==> src/rtl/pipe_ctrl_pkg.sv <==
// Shared types and constants for the pipeline hazard controller.
// Holds the sequencer state encoding, the NOP encoding and the register-index width.
package pipe_ctrl_pkg;

    localparam int REG_IDX_W = 5;
    localparam logic [31:0] NOP_INSTR = 32'h00000013;

    typedef enum logic [1:0] {
        RUN,
        MD_WAIT,
        REDIRECT
    } ctrl_state_e;

endpackage

==> src/rtl/load_use_detect.sv <==
// Combinational load-use hazard detector.
// Flags when ID needs the register that the load in EX is about to write.
module load_use_detect
    import pipe_ctrl_pkg::*;
(
    input  logic [REG_IDX_W-1:0] id_rs1,
    input  logic [REG_IDX_W-1:0] id_rs2,
    input  logic                 id_rs1_used,
    input  logic                 id_rs2_used,
    input  logic [REG_IDX_W-1:0] ex_rd,
    input  logic                 ex_mem_read,
    output logic                 lu
);

    logic rs1_hit;
    logic rs2_hit;

    assign rs1_hit = id_rs1_used && (ex_rd == id_rs1);
    assign rs2_hit = id_rs2_used && (ex_rd == id_rs2);

    // x0 is hardwired to zero, so a load targeting it never creates a dependency
    assign lu = ex_mem_read && (ex_rd != '0) && (rs1_hit || rs2_hit);

endmodule

==> src/rtl/pipeline_ctrl.sv <==
// Central hazard and sequencing controller for the 5-stage pipeline.
// Outputs are a combinational decode of the registered state and the current inputs.
module pipeline_ctrl
    import pipe_ctrl_pkg::*;
#(
    parameter int REDIRECT_BUBBLES = 1,
    parameter int MD_TIMEOUT       = 64
) (
    input  logic                 clk,
    input  logic                 rst,
    input  logic [REG_IDX_W-1:0] id_rs1,
    input  logic [REG_IDX_W-1:0] id_rs2,
    input  logic                 id_rs1_used,
    input  logic                 id_rs2_used,
    input  logic [REG_IDX_W-1:0] ex_rd,
    input  logic                 ex_mem_read,
    input  logic                 ex_branch_mispredict,
    input  logic                 ex_md_start,
    input  logic                 md_done,
    input  logic                 imem_ready,
    output logic                 pc_stall,
    output logic                 ifid_stall,
    output logic                 ifid_flush,
    output logic                 idex_stall,
    output logic                 idex_flush,
    output logic                 exmem_flush,
    output logic                 md_timeout,
    output logic [31:0]          stall_cycles,
    output logic [15:0]          flush_events
);

    localparam logic [3:0] REDIR_LOAD = 4'(REDIRECT_BUBBLES);
    localparam logic [9:0] WD_LIMIT   = 10'(MD_TIMEOUT);

    ctrl_state_e state;
    ctrl_state_e next_state;
    logic [3:0]  redir_cnt;
    logic [3:0]  next_redir_cnt;
    logic [9:0]  watchdog;
    logic        wd_clear;
    logic        wd_inc;
    logic        accept_misp;
    logic        lu;

    load_use_detect u_load_use_detect (
        .id_rs1      (id_rs1),
        .id_rs2      (id_rs2),
        .id_rs1_used (id_rs1_used),
        .id_rs2_used (id_rs2_used),
        .ex_rd       (ex_rd),
        .ex_mem_read (ex_mem_read),
        .lu          (lu)
    );

    always_comb begin
        pc_stall       = 1'b0;
        ifid_stall     = 1'b0;
        ifid_flush     = 1'b0;
        idex_stall     = 1'b0;
        idex_flush     = 1'b0;
        exmem_flush    = 1'b0;
        md_timeout     = 1'b0;
        next_state     = state;
        next_redir_cnt = redir_cnt;
        wd_clear       = 1'b0;
        wd_inc         = 1'b0;
        accept_misp    = 1'b0;

        // During reset every stage register is loaded with a bubble
        if (rst) begin
            ifid_flush  = 1'b1;
            idex_flush  = 1'b1;
            exmem_flush = 1'b1;
        end else begin
            case (state)
                RUN: begin
                    if (ex_branch_mispredict) begin
                        ifid_flush  = 1'b1;
                        idex_flush  = 1'b1;
                        accept_misp = 1'b1;
                        if (REDIR_LOAD != 4'd0) begin
                            next_state     = REDIRECT;
                            next_redir_cnt = REDIR_LOAD;
                        end
                    end else if (ex_md_start) begin
                        if (!md_done) begin
                            pc_stall    = 1'b1;
                            ifid_stall  = 1'b1;
                            idex_stall  = 1'b1;
                            exmem_flush = 1'b1;
                            wd_clear    = 1'b1;
                            next_state  = MD_WAIT;
                        end
                    end else if (lu) begin
                        pc_stall   = 1'b1;
                        ifid_stall = 1'b1;
                        idex_flush = 1'b1;
                    end else if (!imem_ready) begin
                        pc_stall   = 1'b1;
                        ifid_flush = 1'b1;
                    end
                end
                MD_WAIT: begin
                    if (md_done) begin
                        next_state = RUN;
                    end else if (watchdog == WD_LIMIT) begin
                        md_timeout = 1'b1;
                        next_state = RUN;
                    end else begin
                        pc_stall    = 1'b1;
                        ifid_stall  = 1'b1;
                        idex_stall  = 1'b1;
                        exmem_flush = 1'b1;
                        wd_inc      = 1'b1;
                    end
                end
                REDIRECT: begin
                    ifid_flush = 1'b1;
                    if (ex_branch_mispredict) begin
                        idex_flush     = 1'b1;
                        accept_misp    = 1'b1;
                        next_redir_cnt = REDIR_LOAD;
                    end else if (redir_cnt <= 4'd1) begin
                        next_state = RUN;
                    end else begin
                        next_redir_cnt = redir_cnt - 4'd1;
                    end
                end
                default: next_state = RUN;
            endcase
        end
    end

    // State, watchdog and the two performance counters
    always_ff @(posedge clk or posedge rst) begin
        if (rst) begin
            state        <= RUN;
            redir_cnt    <= 4'd0;
            watchdog     <= 10'd0;
            stall_cycles <= 32'd0;
            flush_events <= 16'd0;
        end else begin
            state     <= next_state;
            redir_cnt <= next_redir_cnt;
            if (wd_clear) begin
                watchdog <= 10'd0;
            end else if (wd_inc) begin
                watchdog <= watchdog + 10'd1;
            end
            if (pc_stall && (stall_cycles != 32'hFFFF_FFFF)) begin
                stall_cycles <= stall_cycles + 32'd1;
            end
            if (accept_misp) begin
                flush_events <= flush_events + 16'd1;
            end
        end
    end

endmodule

==> config.mk <==
export PLATFORM = sky130hd
export DESIGN_NAME = pipeline_ctrl
export DESIGN_NICKNAME = d
export VERILOG_FILES = /design/src/rtl/pipe_ctrl_pkg.sv /design/src/rtl/load_use_detect.sv /design/src/rtl/pipeline_ctrl.sv
export SDC_FILE = /design/constraint.sdc
export NUM_CORES = 1
export LEC_CHECK = 0
export BUFFER_PORTS_ARGS = -buffer_cell sky130_fd_sc_hd__buf_2
export CORE_MARGIN = 2
export CORE_UTILIZATION = 59
export CTS_CLUSTER_SIZE = 16
export DETAILED_ROUTE_END_ITERATION = 7
export GPL_TIMING_DRIVEN = 0
export HOLD_SLACK_MARGIN = 0.12
export MAX_ROUTING_LAYER = met4
export PLACE_DENSITY_LB_ADDON = 0.2
export SLEW_MARGIN = 20
export SYNTH_ARGS = -nofsm -noshare
export SYNTH_HDL_FRONTEND = slang
export SYNTH_SLANG_ARGS = --single-unit
==> constraint.sdc <==
create_clock -name clk -period 6.8 [get_ports clk]
set_input_delay 1.02 -clock clk [delete_from_list [all_inputs] [get_ports clk]]
set_output_delay 1.02 -clock clk [all_outputs]
set_load 0.005 [all_outputs]
======== Word-level counts from Yosys, hierarchy flattened ========
Index checks and enable logic that the tools add are counted.
Widths: inputs -> output; s select.
storage, ports and cells
  bits in registers ....................... 64
  input bits .............................. 24
  output and inout bits ................... 55
operators by class
  $add $sub $neg .......................... 4
  magnitude comparators ................... 1
  eq/ne operators ......................... 13
  mux-type cells .......................... 53
  bitwise operators ....................... 1
  reduce and logical (&&, ||, !) cells .... 13
operator list
  operator               number
  $mux 1                 34
  $add 32x1->32 const B  1
  $ne 32x32->1 const B   1
  $mux 10                2
  $add 16x1->16 const B  1
  $mux 2                 7
  $mux 4                 3
  $ne 3x3->1 const B     4
  $add 10x1->10 const B  1
  $eq 10x7->1 const B    1
  $eq 5x5->1             2
  $pmux 1 s2             5
  $pmux 4 s2             1
  $ne 2x2->1 const B     3
  $pmux 2 s3             1
  $reduce_and 6->1       1
  $logic_and 1x1->1      5
  $reduce_bool 5->1      1
  $le 4x1->1 const B     1
  $reduce_and 4->1       1
  $reduce_bool 2->1      2
  $sub 4x1->4 const B    1
  $eq 2x1->1 const B     1
  $eq 2x2->1 const B     1
  4 further kinds        4

======== Logic depth before layout (Yosys ltp) ========
Gate-level depths: netlist (run 1).
  depth after elaboration ................. 10
  mapped depth ............................ 9
  gate-level depth less buffers ........... 8

======== Cells and area by module ========
Synthesis (run 1) repeated with hierarchy kept, for this count alone.
unflattened totals
  cells, all modules ...................... 329
  area, all modules ....................... 3320.7 um^2
by module, submodules not included
  module           times used  cells an instance  area an instance (um^2)  sequential area each (um^2)
  pipeline_ctrl    1           312                3186.8                   1601.5
  load_use_detect  1           17                 133.9                    0.0

======== Least setup slack after synthesis (run 1) ========
Ideal clock, no wire load.
  kind .................................... in2out
  start ................................... input rst
  end ..................................... output idex_stall
  arrival ................................. 2.856 ns
  data required time ...................... 5.780 ns
  setup slack ............................. 2.924 ns
  cell stages on the path ................. 3
  cell sequence ........................... inv_1 o21ai_1 inv_1
between the ends
  longest elaborated chain between the ends .. 1
RTL lines
  what                line                 text
  start: declaration  pipeline_ctrl.sv:10  input logic rst,
  $mux 1              pipeline_ctrl.sv:70  if (rst) begin
  end: declaration    pipeline_ctrl.sv:24  output logic idex_stall,
Every way passes these cells.

======== Final worst setup path (run 1) ========
  start ................................... input ex_rd[1]
  end ..................................... output pc_stall
between the ends
  longest elaborated chain between the ends .. 9
RTL lines
  what                                         line                                          text
  start: declaration                           pipeline_ctrl.sv:15                           input logic [REG_IDX_W-1:0] ex_rd,
  $eq 5x5->1, on equally long branches         load_use_detect.sv:18, load_use_detect.sv:19
  $logic_and 1x1->1, on equally long branches  load_use_detect.sv:18, load_use_detect.sv:19
  $logic_or 1x1->1                             load_use_detect.sv:22                         assign lu = ex_mem_read && (ex_rd != '0) && (rs1_hit || rs2_hit);
  $logic_and 1x1->1 *                          load_use_detect.sv:22
  $mux 1 *                                     pipeline_ctrl.sv:94                           end else if (lu) begin
  $mux 1 *                                     pipeline_ctrl.sv:85                           end else if (ex_md_start) begin
  $mux 1 *                                     pipeline_ctrl.sv:77                           if (ex_branch_mispredict) begin
  $pmux 1 s2 *                                 pipeline_ctrl.sv:75                           case (state)
  $mux 1 *                                     pipeline_ctrl.sv:70
  end: declaration                             pipeline_ctrl.sv:21                           output logic pc_stall,
Every way passes the cells marked *; elsewhere a longest branch is shown, timed or not.

==> qor.yml, run 1 <==
tns_ns: 0
area_delta_synth_final_pct: 20.1
slew_headroom_pct: 46.6
worstSetupStartpoint: "ex_rd[1]"
dr_total_vias: 3009
gp_congestion: 0.880
synth_mux_area_share_pct: 1.23
clk_pin_slew_ns: 0.07
vdd_drop_max_mv: 0.155
cts_tree: "yes"
post_cts_buffers: 0
critPathKind: "input port to output pin"
dp_hpwl_um: 5650
yosysSeqAreaShare_pct: 45.1
row_count: 28
critPathSlowestCell: "or4_1"
synth_fp_nets: 393
cp_top_family: "simple AND/OR/NAND/NOR gates"
power_mw: 1.10
overflow: 0
clock_latency_ns: 0.34
wl_per_cell_um: 14.5
ctsResizeCount: 0
netlist_instances: 363
yosys_warnings: 0
skew_ns: 0.00870
power_density_nw_per_um2: 258
dp.cells: 516
antenna_left: 0
slew_viol_final: 0
setup_viol: 0
crit_fanout: 10
synth_xor_xnor_area_share_pct: 13.8
drc: 0
die-area_um2: 6650
critPathRequiredTime_ns: 5.78
fin_cells: 531
end_kind: "output pin"
path_buf_inv: 4
fin_crit_sh_pct: 57.8
whs_ns: 0.478
post_synth.cell_area_avg_um2: 9.77
die_y_um: 81.5
routed_wl_um: 7680
syn-cell-area_um2: 3550
async_flop_share_pct: 100
via_per_inst: 5.67
port_buffers: 77
antenna_found_initial: 0
fmax_mhz: 255
cts_buffers: 9
p_leak_nw: 2.03
rsz0062_at_grt: "no"
status: "completed"
worst_path_largest_cell_delay_ns: 0.57
worstMarginPinSlew_ns: 0.799
synthFlopType: "dfrtp_1"
grt_pass1_wl_um: 12400
synth_edf_count: 0
dr.pass1.iters: 4
drive_gt1_share_pct: 26.8
hold_class: "flop to flop"
cap_violations: 0
place_area_um2: 4060
drtIter0Drc: 187
worstHoldStart: "stall_cycles[11]$_DFFE_PP0P_"
min_period_ns: 3.93
r2r-start: "stall_cycles[0]$_DFFE_PP0P_"
final_nets: 482
ios: 79
cpMostUsedCell: "buf_2"
clockRootBuffer: "clkbuf_8"
path_cells: "buf_2, or4_1, o21ai_0, nor4_1, a2bb2oi_2, buf_2, inv_1, buf_2"
core-area_um2: 5850
finalInstanceArea_um2: 4260
htree_levels: 3
hold_buffers: 0
die_w_um: 81.5
clock_sinks: 64
critPathLaunchType: "input port"
gr-usage-all-layers_pct: 25.1
synth_top_family_by_area: "simple AND/OR/NAND/NOR gates"
crit_arrival_ns: 2.91
ys_ff_latch: 64
grt_max_degree: 57
synth-adder-area-share_pct: 2.12
grt_pass1_vias: 2824
hold_violations: 0
n_antenna_cell: 0
clockBufferDepth: 2
synth_compound_area_share_pct: 7.05
yosys.area_share.simple_pct: 26.9
initial_core_util_pct: 60.6
synth.distinct_cells: 44
## final timing paths
path                                                 to  slack (ns)  cells after the start
min reg2reg                stall_cycles[11]$_DFFE_PP0P_        0.48                      1
max in group asynchronous  flush_events[11]$_DFFE_PP0P_        5.68                      3
max                                            pc_stall        2.87                      8
min in group asynchronous       watchdog[1]$_DFFE_PP0P_        0.62                      2
min                        stall_cycles[11]$_DFFE_PP0P_        0.48                      1
max reg2reg                stall_cycles[13]$_DFFE_PP0P_        4.24                      8
## worst register-to-register path, cell delays in order, from the launching register on
cell and delay, ns:
dfrtp_1 0.41, ha_1 0.17, and3_1 0.24, nand4_1 0.35, nor3_1 0.37, buf_2 0.35
buf_2 0.30, nor3_1 0.09, xor2_1 0.16
## synthesized netlist by cell type (all sizes together) (4+ instances only)
master  instances  area share [%]
o21ai          19             2.7
ha              6             2.1
nand2          37             3.9
xor2           31             7.7
nand3          18             2.5
clkbuf          4            0.42
nor2           28             3.0
nand4          14             2.5
dfrtp          64              45
a21oi           4            0.56
buf             8             1.7
or4             4            0.85
nor4b           4             1.2
or3             5            0.88
xnor2          25             6.2
nor3           19             2.7
and3            6             1.1
nor4           16             4.9
inv            15             1.6
nor3b           6             1.6
## report_power, final
group	total [mW]	switching [mW]	leakage (nW)	internal [mW]
registers	0.510	0.0704	0.833	0.439
logic	0.252	0.133	1.09	0.120
clock network	0.338	0.141	0.108	0.196
total	1.10	0.344	2.03	0.755
## state kept, by name, summed over array words and instances (netlist names)
name          count
stall_cycles     32
flush_events     16
state             2
redir_cnt         4
watchdog         10
## cells in the final DEF (no fill, tap or decap), types with 4 or more instances in the layout
cell type	netlist	final
buf_2	5	82
dfrtp_1	64	64
nand2_1	37	37
xor2_1	31	31
nor2_1	28	28
xnor2_1	25	25
nor3_1	19	19
nand3_1	18	18
o21ai_0	18	18
nand4_1	14	14
inv_1	15	14
nor4_2	12	12
clkbuf_8	0	12
and3_1	6	6
ha_1	6	6
nor3b_1	5	5
or3_1	5	5
nor4_1	4	4
clkbuf_1	4	4
or4_1	4	4
a21oi_1	4	4
## logic make-up (layout without fill, tap and decap cells)
kind of cell	count (synthesis)	count (layout)
simple gates	166	166
flops	64	64
xor+xnor	56	56
compound gates	40	40
buf+inv	27	120
fa+ha+maj	6	6
mux	4	4
## metrics by stage
stage / utilization, % / setup slack [ns]
finish: 72.8 / 2.87
global route: 72.8 / 2.70
CTS: 72.8 / 2.86
detailed placement: 69.3 / 2.86
global placement: 68.8 / 2.03
floorplan: - / 2.92
## metal layers
layer | track usage (%) | vias up | wire, µm
met5 | - | - | 0
met4 | 9.32 | 0 | 100
met3 | 5.82 | 10 | 371
met2 | 40.0 | 85 | 3720
met1 | 31.2 | 1450 | 3490
li1 | - | 1464 | -
## cell type report
type / instances / area, µm²
fillers: 421 / 1590
flip-flops and latches: 64 / 1600
plain buffers: 12 / 73.8
inverters: 15 / 58.8
well taps: 75 / 93.8
clock buffers: 12 / 165
clock inverters: 3 / 40.0
repair buffers: 78 / 413
multi-input cells: 272 / 1820
(Power assumes the default switching activity.)
==> inputs of run 2 (changes only) <==
--- a/config.mk
+++ b/config.mk
@@ -7,7 +7,7 @@
 export LEC_CHECK = 0
 export BUFFER_PORTS_ARGS = -buffer_cell sky130_fd_sc_hd__buf_2
 export CORE_MARGIN = 2
-export CORE_UTILIZATION = 59
+export CORE_UTILIZATION = 54
 export CTS_CLUSTER_SIZE = 16
 export DETAILED_ROUTE_END_ITERATION = 7
 export GPL_TIMING_DRIVEN = 0
==> constraint.sdc (replaced) <==
create_clock -name clk -period 3.9 [get_ports clk]
set_input_delay 0.585 -clock clk [delete_from_list [all_inputs] [get_ports clk]]
set_output_delay 0.585 -clock clk [all_outputs]
set_load 0.005 [all_outputs]
==> qor.yml, run 2 (synthesized netlist as in run 1, its figures left out) <==
worstMarginPinSlew_ns: 0.742
dr.pass1.iters: 4
htree_levels: 3
critPathKind: "flop to output pin"
critPathSlowestCell: "dfrtp_1"
dp_hpwl_um: 5500
crit_arrival_ns: 2.57
fmax_mhz: 317
routed_wl_um: 7500
grt_max_degree: 48
final_nets: 482
finalInstanceArea_um2: 4310
swShare_pct: 30.5
initial_core_util_pct: 55.9
drive_gt1_share_pct: 26.9
fin_cells: 534
row_count: 29
die_w_um: 85.1
via_per_inst: 5.55
grt_pass1_vias: 2755
dp.cells: 518
critPathRequiredTime_ns: 3.31
ios: 79
cts_buffers: 9
area_delta_synth_final_pct: 21.6
reg_top3: "stall_cycles: 32 flops, flush_events: 16 flops, watchdog: 10 flops"
antenna_left: 0
power_density_nw_per_um2: 474
fillers: 513
cap_violations: 0
end_kind: "output pin"
path_buf_inv: 4
post_cts_buffers: 0
hold_class: "input port to asynchronous set/reset pin"
rsz0062_at_grt: "no"
p_int_mw: 1.42
layout_common_cells: "buf_2 (82), dfrtp_1 (64), nand2_1 (37), xor2_1 (31), nor2_1 (28)"
dr_total_vias: 2966
critPathLaunchType: "flop"
largest_register_ffs: 32
fin_crit_sh_pct: 80.9
setup_viol: 0
met1_length_um: 3550
n_antenna_cell: 0
comb_power_share_pct: 21.7
ctsResizeCount: 0
slew_viol_final: 0
worst_path_largest_cell_delay_ns: 0.44
port_buffers: 77
hold_violations: 0
drtIter0Drc: 134
gr-usage-all-layers_pct: 22.8
core-area_um2: 6350
path_cells: "inv_1, ha_1, nor4b_1, a31oi_1, nor3_1, a2bb2oi_2, buf_2, inv_1, buf_2"
hold_buffers: 0
skew_ns: 0.0143
clock_latency_ns: 0.34
dr_wl_met2_um: 3490
drc: 0
clk_pin_slew_ns: 0.08
clockRootBuffer: "clkbuf_8"
die_y_um: 85.1
power_mw: 2.04
cts_tree: "yes"
antenna_found_initial: 0
clkPwrFrac_pct: 34.9
slew_headroom_pct: 50.4
clock_sinks: 64
layout_commonest_cell: "buf_2"
status: "completed"
overflow: 0
min_period_ns: 3.15
p_sw_mw: 0.624
top_register: "stall_cycles"
met3_length_um: 405
clockBufferDepth: 2
seq_power_share_pct: 43.4
crit_fanout: 10
grt_pass1_wl_um: 12800
cp_top_family: "simple AND/OR/NAND/NOR gates"
routed.top_layer: "met4"
p_leak_nw: 2.05
place_area_um2: 4060
die-area_um2: 7230
wl_per_cell_um: 14.1
gp_congestion: 0.849
vdd_drop_max_mv: 0.412
==> run 2: cell types whose count changed in the layout (fill, tap and decap cells not counted) <==
cell / previous run / this run
clkinv_4: 0 / 1
clkinvlp_4: 0 / 1
clkbuf_8: 12 / 10
inv_6: 0 / 1
clkinv_2: 2 / 0
bufinv_16: 1 / 3
==> run 2: final timing paths <==
check / startpoint / to / slack (ns) / cells past startpoint
max in group asynchronous: rst / stall_cycles[28]$_DFFE_PP0P_ / 3.13 / 3
max: watchdog[0]$_DFFE_PP0P_ / pc_stall / 0.75 / 9
min in group clk: ex_branch_mispredict / redir_cnt[1]$_DFFE_PP0P_ / 0.46 / 2
min reg2reg: flush_events[15]$_DFFE_PP0P_ / flush_events[15]$_DFFE_PP0P_ / 0.47 / 1
max reg2reg: stall_cycles[0]$_DFFE_PP0P_ / stall_cycles[13]$_DFFE_PP0P_ / 1.30 / 8
min: rst / redir_cnt[2]$_DFFE_PP0P_ / 0.24 / 2
==> run 2: worst reg2reg max path, cell delays in order, from the launching register on <==
cell and delay, ns:
dfrtp_1 0.42, ha_1 0.19, and3_1 0.24, nand4_1 0.36, nor3_1 0.37, buf_2 0.35
buf_2 0.29, nor3_1 0.09, xor2_1 0.16
==> run 2: power by group through the flow <==
stage / clock (mW) / combinational [mW] / sequential [mW]
6_report: 0.714 / 0.443 / 0.888
5_1_grt: 0.753 / 0.507 / 0.910
4_1_cts: 0.727 / 0.445 / 0.887
3_5_place_dp: 0 / 0.442 / 0.899
3_3_place_gp: 0 / 0.428 / 0.893
2_1_floorplan: 0 / 0.291 / 0.881
==> run 2: per-layer routing <==
layer / up-vias / track usage, %
met1: 1421 / 30.7
li1: 1462 / -
met4: 0 / 9.09
met3: 4 / 4.18
met5: - / -
met2: 79 / 34.4
==> run 2: layout make-up <==
type	instances	area, µm²	share of cell area [%]
flip-flops and latches	64	1600	37.1
well taps	77	96.3	2.23
clock buffers	10	138	3.19
repair buffers	78	413	9.58
clock inverters	6	115	2.67
plain buffers	12	73.8	1.71
inverters	15	58.8	1.36
multi-input cells	272	1820	42.1
==> run 2: per-stage QoR <==
step	util, %	hold slack (ns)	setup slack (ns)	setup TNS [ns]
final	67.9	0.239	0.747	0
after global routing	67.9	0.248	0.515	0
after CTS	67.9	0.226	0.729	0
after detailed placement	63.9	0.462	0.877	0
after global placement	63.4	0.456	-0.113	-0.350
after floorplan	-	0.448	0.876	0
